$ cat src/rtl/red_stream_acc.sv
// Streaming multi-mode reduction unit: folds every bit of a multi-beat packet into one
// OR/AND/XOR result plus a saturating beat count, with valid/ready on both sides.
module red_stream_acc #(
  parameter int WIDTH = 8,
  parameter int CNT_W = 8
) (
  input  logic             clk_i,
  input  logic             rst_ni,
  input  logic             in_valid_i,
  output logic             in_ready_o,
  input  logic [WIDTH-1:0] in_data_i,
  input  logic             in_last_i,
  input  logic [1:0]       mode_i,
  output logic             out_valid_o,
  input  logic             out_ready_i,
  output logic             out_red_o,
  output logic [CNT_W-1:0] out_cnt_o,
  output logic             out_ovf_o
);

  typedef enum logic {
    IDLE  = 1'b0,
    ACCUM = 1'b1
  } state_t;

  localparam logic [1:0] MODE_AND = 2'b01;
  localparam logic [1:0] MODE_XOR = 2'b10;
  localparam logic [CNT_W-1:0] CNT_MAX = {CNT_W{1'b1}};
  localparam logic [CNT_W-1:0] CNT_ONE = CNT_W'(1);

  state_t           state_q, state_n;
  logic             acc_q, acc_n;
  logic [CNT_W-1:0] cnt_q, cnt_n;
  logic             ovf_q, ovf_n;
  logic [1:0]       mode_q, mode_n;

  logic             accept;
  logic             first_beat;
  logic [1:0]       eff_mode;
  logic             beat_red;
  logic             fin_acc;
  logic [CNT_W-1:0] fin_cnt;
  logic             fin_ovf;

  // Reserved mode 11 falls into the OR default on purpose.
  function automatic logic reduce_beat(input logic [1:0] m, input logic [WIDTH-1:0] d);
    case (m)
      MODE_AND: reduce_beat = &d;
      MODE_XOR: reduce_beat = ^d;
      default:  reduce_beat = |d;
    endcase
  endfunction

  function automatic logic combine(input logic [1:0] m, input logic a, input logic b);
    case (m)
      MODE_AND: combine = a & b;
      MODE_XOR: combine = a ^ b;
      default:  combine = a | b;
    endcase
  endfunction

  assign in_ready_o = !out_valid_o | out_ready_i;
  assign accept     = in_valid_i & in_ready_o;

  always_ff @(posedge clk_i or negedge rst_ni) begin
    if (!rst_ni) begin
      state_q <= IDLE;
      acc_q   <= 1'b0;
      cnt_q   <= '0;
      ovf_q   <= 1'b0;
      mode_q  <= 2'b00;
    end else begin
      state_q <= state_n;
      acc_q   <= acc_n;
      cnt_q   <= cnt_n;
      ovf_q   <= ovf_n;
      mode_q  <= mode_n;
    end
  end

  // The first beat uses mode_i directly; later beats only see the latched mode.
  always_comb begin
    state_n    = state_q;
    acc_n      = acc_q;
    cnt_n      = cnt_q;
    ovf_n      = ovf_q;
    mode_n     = mode_q;
    first_beat = (state_q == IDLE);
    eff_mode   = first_beat ? mode_i : mode_q;
    beat_red   = reduce_beat(eff_mode, in_data_i);
    fin_acc    = beat_red;
    fin_cnt    = CNT_ONE;
    fin_ovf    = 1'b0;

    if (!first_beat) begin
      fin_acc = combine(mode_q, acc_q, beat_red);
      if (cnt_q == CNT_MAX) begin
        fin_cnt = cnt_q;
        fin_ovf = 1'b1;
      end else begin
        fin_cnt = cnt_q + CNT_ONE;
        fin_ovf = ovf_q;
      end
    end

    if (accept) begin
      if (in_last_i) begin
        state_n = IDLE;
        acc_n   = 1'b0;
        cnt_n   = '0;
        ovf_n   = 1'b0;
        mode_n  = 2'b00;
      end else begin
        state_n = ACCUM;
        acc_n   = fin_acc;
        cnt_n   = fin_cnt;
        ovf_n   = fin_ovf;
        mode_n  = eff_mode;
      end
    end
  end

  // Result register: a new last beat refills it even in the cycle the old result is popped.
  always_ff @(posedge clk_i or negedge rst_ni) begin
    if (!rst_ni) begin
      out_valid_o <= 1'b0;
      out_red_o   <= 1'b0;
      out_cnt_o   <= '0;
      out_ovf_o   <= 1'b0;
    end else if (accept && in_last_i) begin
      out_valid_o <= 1'b1;
      out_red_o   <= fin_acc;
      out_cnt_o   <= fin_cnt;
      out_ovf_o   <= fin_ovf;
    end else if (out_ready_i) begin
      out_valid_o <= 1'b0;
    end
  end

endmodule

$ cat config.mk
export PLATFORM = sky130hd
export DESIGN_NAME = red_stream_acc
export DESIGN_NICKNAME = d
export VERILOG_FILES = /design/src/rtl/red_stream_acc.sv
export SDC_FILE = /design/constraint.sdc
export NUM_CORES = 1
export LEC_CHECK = 0
export BUFFER_PORTS_ARGS = -buffer_cell sky130_fd_sc_hd__buf_2
export CAP_MARGIN = 10
export CORE_MARGIN = 2
export CORE_UTILIZATION = 40
export CTS_BUF_LIST = sky130_fd_sc_hd__clkbuf_4
export CTS_CLUSTER_SIZE = 25
export DETAILED_ROUTE_END_ITERATION = 6
export PLACE_DENSITY = 0.7
export SLEW_MARGIN = 20
export SYNTH_ARGS = -nofsm -noshare
export SYNTH_HDL_FRONTEND = slang
export SYNTH_SLANG_ARGS = --single-unit
$ cat constraint.sdc
create_clock -name clk_i -period 2.46 [get_ports clk_i]
set_clock_uncertainty 0.1 [all_clocks]
set_input_delay 0.369 -clock clk_i [delete_from_list [all_inputs] [get_ports clk_i]]
set_output_delay 0.369 -clock clk_i [all_outputs]
set_load 0.1 [all_outputs]
; ---- After elaboration in Yosys (flattened, before gate mapping)
; Index checks and enable logic that the tools add are counted.
[totals]
reg_bits = 24
in_bits = 15
output_inout_bits = 12
[op_classes]
add_sub_neg = 1
eq_ne = 5
n_mux = 15
bitwise = 5
n_reduce_logical = 6
[op_table]
columns = cell, n
row1 = $mux 8, 3
row2 = $add 8x1->8 const B, 1
row3 = $eq 8x8->1 const B, 1
row4 = $mux 1, 8
row5 = $reduce_and 8->1, 1
row6 = $reduce_or 8->1, 1
row7 = $reduce_xor 8->1, 1
row8 = $eq 2x1->1 const B, 2
row9 = $eq 2x2->1 const B, 2
row10 = $mux 2, 2
row11 = $pmux 1 s2, 2
row12 = $and 1x1->1, 2
row13 = $or 1x1->1, 2
row14 = $reduce_bool 2->1, 1
row15 = $logic_and 1x1->1, 1
row16 = $logic_not 1->1, 1
row17 = $xor 1x1->1, 1

; ---- Logic depth before layout (Yosys ltp)
; Gate-level depths: netlist of run 1.
[depth]
word_depth = 7
ltp_mapped = 14
ltp_nobuf = 13

; ---- Worst setup path before layout of run 1
; No wires, ideal clock.
[synth_path]
path_kind = register to register
startpoint = register out_valid_o
endpoint = register out_cnt_o[6]
arrival_ns = 2.788
required_ns = 2.234
path_slack_ns = -0.554
path_stages_with_launch = 6
path_buffers = 1
period_less_slack_ns = 3.014
path_cell_list = dfrtp_1 > nand2b_1 > and2_1 > buf_4 > nand2_2 > mux2_2
[synth_between]
elab_chain_len = 4
[synth_lines]
columns = item, line
row1 = from (decl), 14  ; output logic out_valid_o,
row2 = from (signal assigned), 126  ; out_valid_o <= 1'b0;
row3 = from (signal assigned), 131  ; out_valid_o <= 1'b1;
row4 = from (signal assigned), 136  ; out_valid_o <= 1'b0;
row5 = $logic_not 1->1, 62  ; assign in_ready_o = !out_valid_o | out_ready_i;
row6 = $or 1x1->1, 62
row7 = named net in_ready_o, 10  ; output logic in_ready_o,
row8 = $and 1x1->1, 63  ; assign accept = in_valid_i & in_ready_o;
row9 = $logic_and 1x1->1, 130  ; end else if (accept && in_last_i) begin
row10 = to (signal assigned), 133  ; out_cnt_o <= fin_cnt;
row11 = to (decl), 17  ; output logic [CNT_W-1:0] out_cnt_o,
; The timed path passes the listed nets, and every way through them passes these cells.
; A chain may end at the register's enable or synchronous reset.

; ---- Final worst setup path of run 1
[layout_path]
startpoint = register state_q
endpoint = register out_red_o
[layout_between]
elab_chain_len = 6
[layout_lines]
columns = item, line
row1 = from (decl), 31  ; state_t state_q, state_n;
row2 = from (signal assigned), 73  ; state_q <= state_n;
row3 = $mux 2, 89  ; eff_mode = first_beat ? mode_i : mode_q;
row4 = $eq 2x2->1 or $eq 2x1->1 (tied branches), 47  ; case (m)
row5 = $pmux 1 s2, 47
row6 = "$or 1x1->1, or another cell as far along", 58  ; default: combine = a | b;
row7 = $pmux 1 s2, 55  ; case (m)
row8 = $mux 1 (*), 95  ; if (!first_beat) begin
row9 = to (signal assigned), 132  ; out_red_o <= fin_acc;
row10 = to (decl), 16  ; output logic out_red_o,
; Every way passes the cells marked *; elsewhere a longest branch is shown, timed or not.

==> results.cfg, run 1 <==
[cells_and_area]
layout.core_utilization_pct = 50.6
antenna-diode-count = 0
nets = 233
area_growth_pct = 22.2
post_layout_nonfiller_instances = 250
fillers = 353
stdcell_area_um2 = 1850
final_layout_size_suffix_gt1_share_pct = 29.7

[drt]
via_count = 1255
route.detailed.wl_per_inst_um = 11.9
route.final.wire_length_mm = 2.99
dr.first_iter.drc_count = 63
remaining_drc_errors = 0
detail-route-antenna-nets = 0
drt_first_pass_iters = 4
viasPerCell = 5.02

[floorplanning]
fp.dieArea_um2 = 4300
fp.coreArea_um2 = 3660
floorplan.io_pins = 27
rows = 22
die_width_um = 65.6
start_util_pct = 41.4
die_h_um = 65.6

[setup_path]
startpoint = state_q
reg2reg_to = out_red_o
worst_r2r_startpoint = state_q
data_required_critical_path_ns = 2.58
worst_path_dominant_cell_family = compound AO/OA/AOI/OAI gates
timing.reg2reg.setup_slack_ns = -0.02
crit_path_start_kind = register
bufs_and_invs_on_worst_path = 2
path_cells = mux2i_2 > inv_1 > ha_2 > and4_1 > a221oi_2 > nor2_1 > inv_1 > ha_1 > a221oi_2 > a21oi_1 > nand2_1 > o31a_1 > o21ai_1
worst_r2r_path_depth = 13
critical_setup_path_kind = reg2reg
timing.critical_path.slowest_stage_cell = sky130_fd_sc_hd__dfrtp_2
cp.arrival_ns = 2.60
critPathCaptureType = register
cp_slowest_stage_delay_ns = 0.42
largest_fanout_on_the_critical_path = 3

[timing]
layout_setup_ws_ns = -0.0207
finalHoldViolations = 0
timing_max_transition_violations_final = 0
maxClockFrequency_ghz = 0.403
worst_margin_pin_slew_ns = 0.530
unrepaired_setup_endpoints_after_global_routing = yes
slew_headroom_pct = 64.6
timing.final.crit_share_pct = 101
setup-violations-final = 2
final.min_clock_period_ns = 2.48

[pwr]
power_per_cell_area_nw_per_um2 = 642
total_power_mw = 1.19
power.leakage_nw = 0.919
ir_worst_vdd_mv = 0.413

[outcome]
failed_checks = setup timing
run_status = finished with violations

[clock_tree]
cts_max_level = 1
number_of_buffers_added_by_the_clock_tree_synthesis_step = 3
clkSlewWorstSetupHoldPaths_ns = 0.14
tritoncts_clock_tree = yes
cts_root_buf = sky130_fd_sc_hd__clkbuf_4
worst_skew_pair.late_latency_ns = 0.32
numClockSinks = 24
max-clock-path-buffers = 2

[synth]
postSynthRegisterBits = 24
post_synth_num_cell_types = 37
number_of_synthesized_flops_with_an_enable_pin = 0
synthesis.yosys.warnings = 0
synth_cells = 165
avg_inst_size_synth_um2 = 9.19
synth-seq-area-share_pct = 39.6
postSynth.asyncResetShare_pct = 100
mapped_nets = 195
postSynth.topFlopCell = sky130_fd_sc_hd__dfrtp_1
syn_area_um2 = 1520

[grt]
grt_first_pass_wirelength_mm = 5.35
grt_pass1_vias = 1206
antenna_found_initial = 0
grt_remaining_overflow = 0
grt_start_max_net_pins = 25
grt_use_total_pct = 16.0

[run]
timing.max_cap.violations = 0

[min_path]
hold_path.startpoint = out_ready_i
min_path_cells = 3
min_delay_worst_endpoint = out_valid_o
hold_class = in2reg

[place]
post-place-ws_ns = -0.120
dpl_cell_area_um2 = 1780
routability_congestion_estimate = 0.770
io_buffers = 26
place.detailed.instances = 244
dpl_wire_length_mm = 2.25
-- per-stage QoR --
stage / hold WS (ns) / setup TNS [ns]
5_1_grt: 0.200 / -0.515
3_3_place_gp: 0.281 / -0.147
4_1_cts: 0.209 / -0.117
6_report: 0.209 / -0.0383
2_1_floorplan: -0.0266 / 0
3_5_place_dp: 0.291 / -0.230
-- worst max path at each step --
| stage | to | slack (ns) | cells past startpoint |
|---|---|---|---|
| after floorplan | acc_q | 0.005 | 14 |
| after global placement | out_red_o | -0.08 | 14 |
| after detailed placement | out_red_o | -0.12 | 14 |
| after CTS | out_red_o | -0.06 | 13 |
| after global routing | out_red_o | -0.26 | 13 |
| final | out_red_o | -0.02 | 13 |
-- worst register-to-register path, delay by kind of cell, from the launching register on --
kind	cells	cell delay, ns
AOI/OAI and AO/OA	5	0.79
buffers and inverters	2	0.13
DFF	1	0.42
muxes	1	0.23
adders and majority gates	2	0.40
and+or+nand+nor	3	0.30
-- cell usage in the layout, fill, tap and decap left out, types with 2 or more instances in the layout --
master,count
sky130_fd_sc_hd__a221oi_2,2
sky130_fd_sc_hd__a21oi_1,11
sky130_fd_sc_hd__o31ai_1,3
sky130_fd_sc_hd__dfrtp_2,2
sky130_fd_sc_hd__nand2_1,20
sky130_fd_sc_hd__inv_1,15
sky130_fd_sc_hd__or3_1,2
sky130_fd_sc_hd__mux2i_2,2
sky130_fd_sc_hd__nor2_1,9
sky130_fd_sc_hd__a22o_1,2
sky130_fd_sc_hd__ha_1,14
sky130_fd_sc_hd__clkbuf_4,3
sky130_fd_sc_hd__o21ai_0,17
sky130_fd_sc_hd__mux2i_1,2
sky130_fd_sc_hd__xnor2_1,5
sky130_fd_sc_hd__nand2b_1,2
sky130_fd_sc_hd__buf_4,12
sky130_fd_sc_hd__buf_2,26
sky130_fd_sc_hd__dfrtp_1,22
sky130_fd_sc_hd__nand3_1,6
sky130_fd_sc_hd__nand2_2,2
-- report_power, final --
| group | internal (mW) | leakage (nW) | switching (mW) |
|---|---|---|---|
| combinational | 0.140 | 0.573 | 0.296 |
| sequential | 0.432 | 0.318 | 0.0325 |
| clock | 0.165 | 0.0279 | 0.124 |
-- cells in the mapped netlist, drive strengths merged, types with 2 or more instances --
library cell,count,area [µm²]
a21oi,11,55.1
a221oi,2,17.5
a22o,2,17.5
and3,2,18.8
and4,2,20.0
buf,5,30.0
dfrtp,24,601
ha,15,188
inv,15,56.3
mux2i,4,40.0
nand2,22,87.6
nand2b,3,18.8
nand3,7,40.0
nor2,9,33.8
nor3,2,15.0
o21ai,18,90.1
o31ai,4,35.0
or3,2,12.5
xnor2,5,43.8
-- timing repair --
| item | in CTS | in global routing |
|---|---|---|
| setup buffers | 1 | 0 |
| gates resized for setup | 1 | 2 |
| hold buffers | 1 | 0 |
| hold endpoints to repair | 24 | 0 |
| pin swaps | 6 | 1 |
| setup endpoints to repair | 2 | 2 |
-- flip-flops by register name, summed over array words and instances, names as in the netlist --
register	cells
acc_q	1
cnt_q	8
mode_q	2
out_cnt_o	8
out_ovf_o	1
out_red_o	1
out_valid_o	1
ovf_q	1
state_q	1
-- layout make-up --
| cell class | instances | area, µm² | area share [%] |
|---|---|---|---|
| clock inverters | 1 | 30.0 | 1.62 |
| flip-flops and latches | 24 | 603 | 32.5 |
| inverters | 15 | 56.3 | 3.04 |
| well taps | 48 | 60.1 | 3.24 |
| clock buffers | 3 | 22.5 | 1.22 |
| repair buffers | 39 | 230 | 12.4 |
| multi-input cells | 120 | 851 | 45.9 |
-- logic make-up (layout without fill, tap and decap cells) --
| logic type | count (synthesis) | in the layout | synth area share [%] |
|---|---|---|---|
| multiplexers | 5 | 5 | 3.38 |
| AND/OR/NAND/NOR | 52 | 52 | 17.7 |
| adder cells (fa/ha/maj) | 15 | 15 | 12.4 |
| XOR/XNOR | 6 | 6 | 3.47 |
| AO/OA/AOI/OAI | 42 | 42 | 17.5 |
| flip-flops | 24 | 24 | 39.6 |
| buffers and inverters | 21 | 58 | 5.94 |
-- routing by layer --
layer,GRT usage (%),vias up,wire [µm]
met3,3.77,4,111
met2,25.8,29,1310
met1,21.6,579,1530
li1,-,643,-
met4,3.91,0,32
met5,0,-,0
No activity file was read; power rests on OpenSTA's default activity.
==> inputs of run 2 (changes only) <==
- CTS_BUF_LIST: sky130_fd_sc_hd__clkbuf_4 -> sky130_fd_sc_hd__clkbuf_4 sky130_fd_sc_hd__clkbuf_8 sky130_fd_sc_hd__clkbuf_16
- SETUP_SLACK_MARGIN: unset -> 0.15
==> results.cfg, run 2 (synthesis results as in run 1) <==
[drt]
route.final.wire_length_mm = 3.11
via_count = 1282
route.detailed.wl_per_inst_um = 12.4
dr.first_iter.drc_count = 44
detail-route-antenna-nets = 0
drt_first_pass_iters = 4
remaining_drc_errors = 0
viasPerCell = 5.11

[cells_and_area]
fillers = 350
layout.core_utilization_pct = 50.9
layout.cells.most_common_list = sky130_fd_sc_hd__buf_2 (26), sky130_fd_sc_hd__dfrtp_1 (23), sky130_fd_sc_hd__nand2_1 (20)
final_layout_size_suffix_gt1_share_pct = 29.6
nets = 234
area_growth_pct = 22.8
stdcell_area_um2 = 1860
multi_input_area_um2 = 851
top_regs = cnt_q: 8 flops, out_cnt_o: 8 flops, mode_q: 2 flops
layout_commonest_cell = sky130_fd_sc_hd__buf_2
antenna-diode-count = 0
sequential_cell_area_um2 = 602
post_layout_nonfiller_instances = 251

[setup_path]
timing.reg2reg.setup_slack_ns = -0.10
largest_fanout_on_the_critical_path = 3
reg2reg_to = out_red_o
crit_path_start_kind = register
critical_setup_path_kind = reg2reg
worst_r2r_startpoint = state_q
critPathCaptureType = register
worst_r2r_path_depth = 13
startpoint = state_q
cp.arrival_ns = 2.61
worst_setup_path_endpoint = out_red_o
data_required_critical_path_ns = 2.51

[timing]
finalSetupTns_ns = -0.202
setup-violations-final = 2
timing_max_transition_violations_final = 0
layout_setup_ws_ns = -0.101
finalHoldViolations = 0
slew_headroom_pct = 64.2
timing.final.crit_share_pct = 104
final.min_clock_period_ns = 2.56
unrepaired_setup_endpoints_after_global_routing = yes
worst_margin_pin_slew_ns = 0.537
maxClockFrequency_ghz = 0.390

[place]
io_buffers = 26
routability_congestion_estimate = 0.808
dpl_wire_length_mm = 2.35
place.detailed.instances = 245
dpl_cell_area_um2 = 1790

[pwr]
power_frac_seq_pct = 39.6
power.combinational.fraction_pct = 37.2
power.share.switching_pct = 39.0
power_frac_clock_pct = 23.2
p_int_mw = 0.715
switchingPower_mw = 0.458
ir_worst_vdd_mv = 0.229
power.leakage_nw = 0.925
power_per_cell_area_nw_per_um2 = 630

[clock_tree]
number_of_buffers_added_by_the_clock_tree_synthesis_step = 3
numClockSinks = 24
max-clock-path-buffers = 2
clkSlewWorstSetupHoldPaths_ns = 0.09
tritoncts_clock_tree = yes
worst_skew_pair.late_latency_ns = 0.26
cts_root_buf = sky130_fd_sc_hd__clkbuf_8
cts_max_level = 1

[grt]
grt_start_max_net_pins = 25
grt_first_pass_wirelength_mm = 5.40
grt_use_total_pct = 16.0
grt_remaining_overflow = 0
grt_pass1_vias = 1183
antenna_found_initial = 0

[floorplanning]
die_width_um = 65.6
start_util_pct = 41.4
rows = 22
floorplan.io_pins = 27
fp.dieArea_um2 = 4300
fp.coreArea_um2 = 3660
die_h_um = 65.6

[outcome]
failed_checks = setup timing
run_status = finished with violations

[min_path]
hold_class = in2reg

[run]
timing.max_cap.violations = 0
==> run 2: what timing repair did <==
item	in CTS	in global routing
setup buffers	1	0
resized for setup	1	0
hold buffers	1	0
setup endpoints to repair	2	2
cloned	0	0
pin swaps	4	1
endpoints found under the hold margin	17	0
==> run 2: worst max-delay path, cell delays in order, from the launching register on <==
cell,delay [ns]
sky130_fd_sc_hd__dfrtp_1,0.43
sky130_fd_sc_hd__mux2i_2,0.25
sky130_fd_sc_hd__inv_1,0.06
sky130_fd_sc_hd__ha_2,0.17
sky130_fd_sc_hd__and4_1,0.15
sky130_fd_sc_hd__a221oi_2,0.29
sky130_fd_sc_hd__nor2_1,0.10
sky130_fd_sc_hd__inv_1,0.07
sky130_fd_sc_hd__ha_1,0.22
sky130_fd_sc_hd__a221oi_2,0.25
sky130_fd_sc_hd__a21oi_1,0.06
sky130_fd_sc_hd__nand2_1,0.06
sky130_fd_sc_hd__o31a_1,0.14
sky130_fd_sc_hd__o21ai_1,0.07
==> run 2: routing by layer <==
| metal | track usage, % | vias up | routed length, µm | part of all wire, % |
|---|---|---|---|---|
| met4 | 4.69 | 0 | 36 | 1.2 |
| met2 | 25.4 | 32 | 1390 | 45 |
| met5 | 0 | - | 0 | 0 |
| met1 | 22.4 | 595 | 1520 | 49 |
| met3 | 2.40 | 4 | 167 | 5.4 |
| li1 | - | 651 | - | - |
==> run 2: cell type report <==
type	count	area share (%)
timing repair buffer	40	12.8
clock buffer	4	2.96
multi-input combinational	120	45.7
tap	48	3.23
sequential	24	32.3
inverter	15	3.02
==> run 2: through the flow <==
stage	power, mW	setup WS [ns]	hold WS (ns)
after floorplan	0.795	0.00549	-0.0266
after global placement	0.893	-0.0801	0.282
after detailed placement	0.900	-0.167	0.291
after CTS	1.18	-0.123	0.283
after global routing	1.24	-0.322	0.306
final	1.17	-0.101	0.277
==> run 2: how the worst min path moves through the flow <==
stage | end | cells past startpoint | slack, ns | from
after global routing | out_valid_o | 3 | 0.31 | out_ready_i
after CTS | out_valid_o | 3 | 0.28 | out_ready_i
final | out_valid_o | 3 | 0.28 | out_ready_i
after detailed placement | out_cnt_o[0] | 1 | 0.29 | rst_ni
after global placement | cnt_q[0] | 1 | 0.28 | rst_ni
after floorplan | acc_q | 0 | -0.03 | rst_ni
==> run 2: power groups by stage <==
stage | clock [mW] | combinational, mW | sequential [mW]
final | 0.273 | 0.436 | 0.465
after global routing | 0.292 | 0.479 | 0.472
after CTS | 0.275 | 0.440 | 0.465
after detailed placement | 0 | 0.428 | 0.472
after global placement | 0 | 0.423 | 0.469
after floorplan | 0 | 0.190 | 0.605
==> inputs of run 3 (changes only) <==
- ABC_AREA: unset -> 1
- CTS_CLUSTER_SIZE: 25 -> unset
==> results.cfg, run 3 <==
[cells_and_area]
post_layout_nonfiller_instances = 267
fillers = 361
antenna-diode-count = 0
top_regs = cnt_q: 8 flops, out_cnt_o: 8 flops, mode_q: 2 flops
layout_commonest_cell = sky130_fd_sc_hd__nand2_1
multi_input_area_um2 = 798
layout.cells.most_common_list = sky130_fd_sc_hd__nand2_1 (50), sky130_fd_sc_hd__inv_1 (27), sky130_fd_sc_hd__buf_2 (26)
sequential_cell_area_um2 = 603
final_layout_size_suffix_gt1_share_pct = 25.6
nets = 250
stdcell_area_um2 = 1800
layout.core_utilization_pct = 49.6
area_growth_pct = 21.0

[grt]
grt_start_max_net_pins = 25
gr-usage-met2_pct = 22.9
gr-usage-met3_pct = 1.22
globalRouteMet1Util_pct = 20.1
grt_pass1_vias = 1187
antenna_found_initial = 0
grt_remaining_overflow = 0
grt_use_total_pct = 14.4
grt_first_pass_wirelength_mm = 4.89
busiest_layer = met2

[floorplanning]
fp.coreArea_um2 = 3630
floorplan.io_pins = 27
start_util_pct = 41.0
die_width_um = 65.0
fp.dieArea_um2 = 4230
die_h_um = 65.0
rows = 22

[clock_tree]
numClockSinks = 24
clkSlewWorstSetupHoldPaths_ns = 0.08
number_of_buffers_added_by_the_clock_tree_synthesis_step = 3
max-clock-path-buffers = 2
cts_root_buf = sky130_fd_sc_hd__clkbuf_8
cts_max_level = 1
worst_skew_pair.late_latency_ns = 0.27
tritoncts_clock_tree = yes

[pwr]
ir_worst_vdd_mv = 0.243
total_power_mw = 1.15
power_per_cell_area_nw_per_um2 = 636
power.leakage_nw = 0.941

[synth]
synthesis.yosys.warnings = 0
syn_area_um2 = 1490
synth.top_cells.by_count = sky130_fd_sc_hd__nand2_1 (51), sky130_fd_sc_hd__inv_1 (31), sky130_fd_sc_hd__dfrtp_1 (24)
mapped_nets = 217
synth_cells = 187
yosys-top-cells-area = sky130_fd_sc_hd__dfrtp_1 (40%), sky130_fd_sc_hd__nand2_1 (13%), sky130_fd_sc_hd__ha_1 (13%), sky130_fd_sc_hd__inv_1 (7.8%), sky130_fd_sc_hd__nand3_1 (4.0%)
number_of_synthesized_flops_with_an_enable_pin = 0
synth-seq-area-share_pct = 40.3
postSynth.topFlopCell = sky130_fd_sc_hd__dfrtp_1
avg_inst_size_synth_um2 = 7.97
post_synth_num_cell_types = 24
postSynthRegisterBits = 24
postSynth.asyncResetShare_pct = 100
synthMostInstantiatedCell = sky130_fd_sc_hd__nand2_1
synth_top_cell_area_share_pct = 40.3
netlist.top_cell.by_area = sky130_fd_sc_hd__dfrtp_1

[timing]
finalHoldViolations = 0
timing.final.crit_share_pct = 89.9
timing_max_transition_violations_final = 0
finalSetupTns_ns = 0
layout_setup_ws_ns = 0.248
setup-violations-final = 0
worst_margin_pin_slew_ns = 0.524
final.min_clock_period_ns = 2.21
whs_ns = 0.286
maxClockFrequency_ghz = 0.452
slew_headroom_pct = 65.1
unrepaired_setup_endpoints_after_global_routing = yes

[setup_path]
crit_path_start_kind = register
worst_r2r_path_depth = 14
critical_setup_path_kind = reg2reg
data_required_critical_path_ns = 2.53
timing.reg2reg.setup_slack_ns = 0.25
cp.arrival_ns = 2.28
reg2reg_to = out_red_o
worst_r2r_startpoint = state_q
largest_fanout_on_the_critical_path = 5
startpoint = state_q
critPathCaptureType = register

[run]
timing.max_cap.violations = 0

[min_path]
hold_class = in2reg
hold_path.startpoint = in_last_i
min_path_cells = 4
min_delay_worst_endpoint = acc_q

[place]
dpl_wire_length_mm = 2.20
io_buffers = 26
routability_congestion_estimate = 0.827
post-place-ws_ns = 0.0691
dpl_cell_area_um2 = 1680
place.detailed.instances = 260

[drt]
route.final.wire_length_mm = 2.93
remaining_drc_errors = 0
route.detailed.wl_per_inst_um = 11.0
viasPerCell = 4.81
drt_first_pass_iters = 4
via_count = 1283
dr.first_iter.drc_count = 81
detail-route-antenna-nets = 0

[outcome]
run_status = completed
## run 3: worst max-delay path by stage
stage / to / slack, ns / depth (start not counted)
after floorplan: out_red_o / 0.17 / 13
after global placement: out_red_o / 0.14 / 12
after detailed placement: acc_q / 0.07 / 15
after CTS: out_red_o / 0.17 / 12
after global routing: out_red_o / 0.09 / 16
final: out_red_o / 0.25 / 14
## run 3: cells by family (layout without fill, tap and decap cells)
| kind of cell | count (synthesis) | after routing | synth area share (%) |
|---|---|---|---|
| and+or+nand+nor | 79 | 79 | 25.1 |
| buffers and inverters | 35 | 67 | 8.98 |
| AOI/OAI and AO/OA | 33 | 33 | 12.4 |
| DFF | 24 | 24 | 40.3 |
| adders and majority gates | 15 | 15 | 12.6 |
| xor gates and xnor gates | 1 | 1 | 0.588 |
## run 3: routing by layer
| metal | vias to the layer above | part of all wire [%] | wire, µm |
|---|---|---|---|
| li1 | 665 | - | - |
| met1 | 584 | 51 | 1490 |
| met2 | 29 | 44 | 1300 |
| met3 | 5 | 2.9 | 85 |
| met4 | 0 | 1.8 | 53 |
| met5 | - | 0 | 0 |
## run 3: cell type report
| type | instances | area share [%] |
|---|---|---|
| multi-input combinational | 128 | 44.3 |
| sequential | 24 | 33.4 |
| timing repair buffer | 30 | 9.02 |
| inverter | 33 | 6.87 |
| tap | 48 | 3.33 |
| clock buffer | 4 | 3.05 |
## run 3: power breakdown
| group | internal (mW) | switching (mW) | total [mW] |
|---|---|---|---|
| Clock | 0.143 | 0.127 | 0.270 |
| Sequential | 0.428 | 0.0279 | 0.456 |
| Combinational | 0.125 | 0.296 | 0.421 |
## run 3: critical path, stage by stage (launching register included)
cell and delay [ns]:
sky130_fd_sc_hd__dfrtp_2 0.46, sky130_fd_sc_hd__o21ai_4 0.21, sky130_fd_sc_hd__inv_2 0.05, sky130_fd_sc_hd__ha_1 0.19, sky130_fd_sc_hd__nand3_1 0.08, sky130_fd_sc_hd__nor2_1 0.04, sky130_fd_sc_hd__nor2_1 0.10, sky130_fd_sc_hd__nand2_1 0.08
sky130_fd_sc_hd__nand2_2 0.10, sky130_fd_sc_hd__ha_4 0.21, sky130_fd_sc_hd__a22o_1 0.20, sky130_fd_sc_hd__o21ai_1 0.11, sky130_fd_sc_hd__nand2_1 0.07, sky130_fd_sc_hd__nand2_1 0.06, sky130_fd_sc_hd__nand2_1 0.05
## run 3: what timing repair did
item / in CTS / in global routing
pin swaps: 0 / 7
setup endpoints to repair: 2 / 2
cloned: 0 / 0
hold buffers: 1 / 0
endpoints found under the hold margin: 24 / 0
buffers inserted: 0 / 2
resized for setup: 2 / 11
